--- src/rtl/nco.sv ---
// rtl/nco.sv - 8-bit NCO with registered sine/cosine outputs from a quarter-wave table
module nco (
  input  logic       clk,
  input  logic       reset,
  input  logic [7:0] phase_inc,
  output logic [7:0] sine_out,
  output logic [7:0] cosine_out
);

  logic [7:0] phase;
  logic [7:0] sine_next;
  logic [7:0] cosine_next;

  // First quadrant magnitude: round(127*sin(pi*idx/128)) for idx 0..64,
  // rounded half away from zero. Indices above 64 are never addressed.
  function automatic logic [6:0] quarter(input logic [6:0] idx);
    case (idx)
      7'd0:  quarter = 7'd0;
      7'd1:  quarter = 7'd3;
      7'd2:  quarter = 7'd6;
      7'd3:  quarter = 7'd9;
      7'd4:  quarter = 7'd12;
      7'd5:  quarter = 7'd16;
      7'd6:  quarter = 7'd19;
      7'd7:  quarter = 7'd22;
      7'd8:  quarter = 7'd25;
      7'd9:  quarter = 7'd28;
      7'd10: quarter = 7'd31;
      7'd11: quarter = 7'd34;
      7'd12: quarter = 7'd37;
      7'd13: quarter = 7'd40;
      7'd14: quarter = 7'd43;
      7'd15: quarter = 7'd46;
      7'd16: quarter = 7'd49;
      7'd17: quarter = 7'd51;
      7'd18: quarter = 7'd54;
      7'd19: quarter = 7'd57;
      7'd20: quarter = 7'd60;
      7'd21: quarter = 7'd63;
      7'd22: quarter = 7'd65;
      7'd23: quarter = 7'd68;
      7'd24: quarter = 7'd71;
      7'd25: quarter = 7'd73;
      7'd26: quarter = 7'd76;
      7'd27: quarter = 7'd78;
      7'd28: quarter = 7'd81;
      7'd29: quarter = 7'd83;
      7'd30: quarter = 7'd85;
      7'd31: quarter = 7'd88;
      7'd32: quarter = 7'd90;
      7'd33: quarter = 7'd92;
      7'd34: quarter = 7'd94;
      7'd35: quarter = 7'd96;
      7'd36: quarter = 7'd98;
      7'd37: quarter = 7'd100;
      7'd38: quarter = 7'd102;
      7'd39: quarter = 7'd104;
      7'd40: quarter = 7'd106;
      7'd41: quarter = 7'd107;
      7'd42: quarter = 7'd109;
      7'd43: quarter = 7'd111;
      7'd44: quarter = 7'd112;
      7'd45: quarter = 7'd113;
      7'd46: quarter = 7'd115;
      7'd47: quarter = 7'd116;
      7'd48: quarter = 7'd117;
      7'd49: quarter = 7'd118;
      7'd50: quarter = 7'd120;
      7'd51: quarter = 7'd121;
      7'd52: quarter = 7'd122;
      7'd53: quarter = 7'd122;
      7'd54: quarter = 7'd123;
      7'd55: quarter = 7'd124;
      7'd56: quarter = 7'd125;
      7'd57: quarter = 7'd125;
      7'd58: quarter = 7'd126;
      7'd59: quarter = 7'd126;
      7'd60: quarter = 7'd126;
      7'd61: quarter = 7'd127;
      7'd62: quarter = 7'd127;
      7'd63: quarter = 7'd127;
      default: quarter = 7'd127;
    endcase
  endfunction

  // Full-wave offset-binary sample built from the quarter table by symmetry:
  // bit 6 mirrors the index within a half period, bit 7 flips the sign.
  function automatic logic [7:0] sample(input logic [7:0] p);
    logic [6:0] idx;
    logic [6:0] mag;
    idx = p[6] ? (7'd64 - {1'b0, p[5:0]}) : {1'b0, p[5:0]};
    mag = quarter(idx);
    sample = p[7] ? (8'd128 - {1'b0, mag}) : (8'd128 + {1'b0, mag});
  endfunction

  // Table lookup on the current (pre-update) accumulator; cosine leads by a quarter turn
  always_comb begin
    sine_next   = sample(phase);
    cosine_next = sample(phase + 8'd64);
  end

  // Accumulate phase and register both samples; reset forces phase 0 outputs
  always_ff @(posedge clk or posedge reset) begin
    if (reset) begin
      phase      <= 8'd0;
      sine_out   <= 8'd128;
      cosine_out <= 8'd255;
    end else begin
      phase      <= phase + phase_inc;
      sine_out   <= sine_next;
      cosine_out <= cosine_next;
    end
  end

endmodule

--- config.mk ---
export PLATFORM = sky130hd
export DESIGN_NAME = nco
export DESIGN_NICKNAME = d
export VERILOG_FILES = /design/src/rtl/nco.sv
export SDC_FILE = /design/constraint.sdc
export NUM_CORES = 1
export LEC_CHECK = 0
export BUFFER_PORTS_ARGS = -buffer_cell sky130_fd_sc_hd__buf_2
export CORE_MARGIN = 2
export CORE_UTILIZATION = 50
export DETAILED_ROUTE_END_ITERATION = 8
export PLACE_DENSITY = 0.67
export SYNTH_ARGS = -nofsm -noshare
export SYNTH_HDL_FRONTEND = slang
export SYNTH_SLANG_ARGS = --single-unit
--- constraint.sdc ---
create_clock -name clk -period 12.4 [get_ports clk]
set_clock_uncertainty 0.2 [all_clocks]
set_input_delay 0.62 -clock clk [delete_from_list [all_inputs] [get_ports clk]]
set_output_delay 0.62 -clock clk [all_outputs]
set_load 0.005 [all_outputs]
==> out/qor.csv <==
stage,metric,value,unit
floorplanning,start_util,51.3,%
critical_path,r2r-end,sine_out[6],
route,drt_iter0_markers,659,
placement,portBuffers,25,
critical_path,rr_worst_depth,12,
placement,gp_congestion,0.963,
global_routing,grt_pass1_wl,16600,µm
synthesis,yosysWarnings,0,
final_layout,nets,483,
route,drc,0,
cts,cts_resized,0,
critical_path,crit_chain,inv_1 > ha_1 > nand2b_1 > xnor2_1 > nand2_1 > a311oi_1 > a211oi_1 > o21ai_0 > inv_1 > ha_1 > a41oi_1 > xnor2_1,
floorplanning,ioPinCount,26,
critical_path,worstSetupEndpointType,flip-flop,
synthesis,synthFlopType,dfrtp_1,
timing,setup_tns,0,ps
final_layout,multi_input_area,0.00255,mm²
global_routing,grt_antenna_before_repair,0,
synthesis,avgSynthCellArea,7.53,µm²
route,drt_first_pass_iters,7,
route,wl_per_cell,19.0,µm
critical_path,crit_slowest_cell,dfrtp_1,
synthesis,synth_cell_type_count,72,
timing,worstMarginPinSlew,1030,ps
cts,cts_max_level,1,
cts,cts_tree,built,
outcome,status,completed,
critical_path,max_stage_delay,950,ps
critical_path,crit_arrival,4960,ps
critical_path,crit_path_start_kind,flip-flop,
timing,period_share,40.0,%
final_layout,diodes,0,
route,vias,3645,
route,routed_via_density,6.88,
route,drt_wl_total,10100,µm
synthesis,syn_nets,490,
timing,setup_violations,0,
timing,slew_violations,0,
final_layout,final-seq-area,612,µm²
cts,cts_buffer_depth,2,
cts,root_buffer,clkbuf_8,
global_routing,track_usage,27.0,%
min_path,min_path_type,in2async,
floorplanning,die_h,87.0,µm
floorplanning,core_area,0.00672,mm²
placement,dp_hpwl,7050,µm
synthesis,yosysSeqAreaShare,17.7,%
cts,numCtsBuffers,3,
floorplanning,placementRows,30,
cts,hold_buffers,0,
global_routing,grt_max_degree,63,
critical_path,cp.required,12410,ps
floorplanning,fp.dieArea,0.00757,mm²
synthesis,synth_edf_count,0,
cts,postCtsSetupRepairBufs,0,
timing,rsz0062_at_grt,no,
critical_path,reg2reg_from,phase[0],
job,max_cap_viol_count,0,
final_layout,num-fill-cells,626,
global_routing,grt_overflow,0,
final_layout,layout-drive-gt1-share,13.1,%
global_routing,grt_pass1_vias,3360,
cts,path_clk_slew,100,ps
synthesis,synthArstFlopShare,100,%
critical_path,crit_type,reg2reg,
critical_path,ff2ff_setup_slack,7440,ps
synthesis,synth_cells,458,
synthesis,synthesis.area,0.00345,mm²
timing,max-slew-margin-rel,30.6,%
timing,final-hold-violation-count,0,
timing,post-route-min-period,4960,ps
synthesis,synth_seq_cells,24,
route,ant_nets,0,
floorplanning,dieWidth,87.0,µm
final_layout,syn2layout_area_growth,3.12,%
critical_path,worstPathMaxFanout,28,
cts,clock-sinks,24,
cts,clk_latency,270,ps
timing,fmax,0.202,GHz
-- kinds of logic after synthesis --
logic type	share of synthesized area, %
AOI/OAI and AO/OA	34.6
muxes	3.30
xor gates and xnor gates	6.32
adders and majority gates	8.20
buffers and inverters	8.20
and+or+nand+nor	21.6
DFF	17.7
-- state kept, by name, indices dropped and copies added (netlist names) --
register and count:
cosine_out 8, phase 8, sine_out 8
-- worst max-delay path by stage --
stage / start / end / slack, ps / depth (start not counted)
detailed placement: phase[0] / sine_out[6] / 7560 / 12
floorplan: phase[0] / sine_out[2] / 8470 / 17
finish: phase[0] / sine_out[6] / 7440 / 12
CTS: phase[0] / sine_out[6] / 7540 / 12
global route: phase[0] / sine_out[6] / 6910 / 12
global placement: phase[0] / sine_out[6] / 7640 / 12
-- stage by stage --
step / hold slack [ps] / util, % / cells / setup slack (ps) / cell area [µm²]
floorplan: 304 / - / 458 / 8470 / 3450
global placement: 402 / 52.2 / 526 / 7640 / 3510
detailed placement: 404 / 52.2 / 526 / 7560 / 3510
CTS: 373 / 52.9 / 530 / 7540 / 3550
global route: 378 / 52.9 / 530 / 6910 / 3550
finish: 330 / 52.9 / 530 / 7440 / 3550
-- layout make-up --
class | count | area share, %
Multi-Input combinational cell | 369 | 71.8
Sequential cell | 24 | 17.2
Timing Repair Buffer | 29 | 4.36
Tap cell | 80 | 2.82
Inverter | 24 | 2.53
Clock buffer | 4 | 1.27
-- critical path: cells and delay by family, from the launching register on --
family | cells | cell delay, ps
fa+ha+maj | 2 | 890
flops | 1 | 950
buf+inv | 2 | 450
simple gates | 2 | 600
compound gates | 4 | 900
xor+xnor | 2 | 900
-- routing by layer --
layer	vias to the layer above	global-route usage, %	share of wire, %
met2	241	43.7	46
met1	1671	36.6	41
li1	1698	-	-
met3	35	3.79	9.3
met5	-	0	0
met4	0	9.52	3.1
-- synth_stat cells (3+ instances only) --
cell type / instances / share of area (%)
and2_1: 3 / 0.54
a21o_1: 5 / 1.1
or3_1: 4 / 0.73
o21ai_1: 5 / 0.73
buf_1: 4 / 0.44
xnor2_1: 19 / 4.8
nor2_1: 27 / 2.9
nand2_1: 28 / 3.0
a2111oi_0: 5 / 1.3
o221ai_1: 4 / 1.0
nand2b_1: 11 / 2.0
a22oi_1: 6 / 1.3
ha_1: 21 / 7.6
or2_2: 3 / 0.54
o2111ai_1: 5 / 1.3
o211ai_1: 9 / 2.0
o22ai_1: 7 / 1.3
buf_2: 19 / 2.8
nand3_1: 20 / 2.9
dfstp_2: 9 / 6.9
mux2_2: 3 / 0.98
o311a_1: 3 / 0.87
a31oi_1: 8 / 1.5
a21oi_1: 38 / 5.5
inv_1: 24 / 2.6
nor3_1: 20 / 2.9
xor2_1: 4 / 1.0
dfrtp_1: 15 / 11
a221oi_1: 3 / 0.76
o21bai_1: 5 / 1.1
mux2i_1: 8 / 2.3
o32ai_1: 3 / 0.76
clkbuf_1: 15 / 1.6
a311oi_1: 4 / 1.0
o211a_1: 3 / 0.87
o31ai_1: 6 / 1.3
o21ai_0: 21 / 3.0
a211oi_1: 11 / 2.4
nor2b_1: 10 / 1.8
-- placed cells by master, fill, tap and decap left out, drive strengths merged, types with 7 or more instances in the layout --
master	instances
nor2b	10
ha	21
a211oi	11
mux2i	8
nand2b	11
nand3	20
a21oi	38
nand2	28
o22ai	7
o21ai	26
nor3	22
nor2	27
dfrtp	15
dfstp	9
o211ai	11
a31oi	8
inv	24
buf	29
xnor2	20
Power is not shown: default switching activity piles up to over one toggle a cycle in this logic, so the estimate is an artifact.
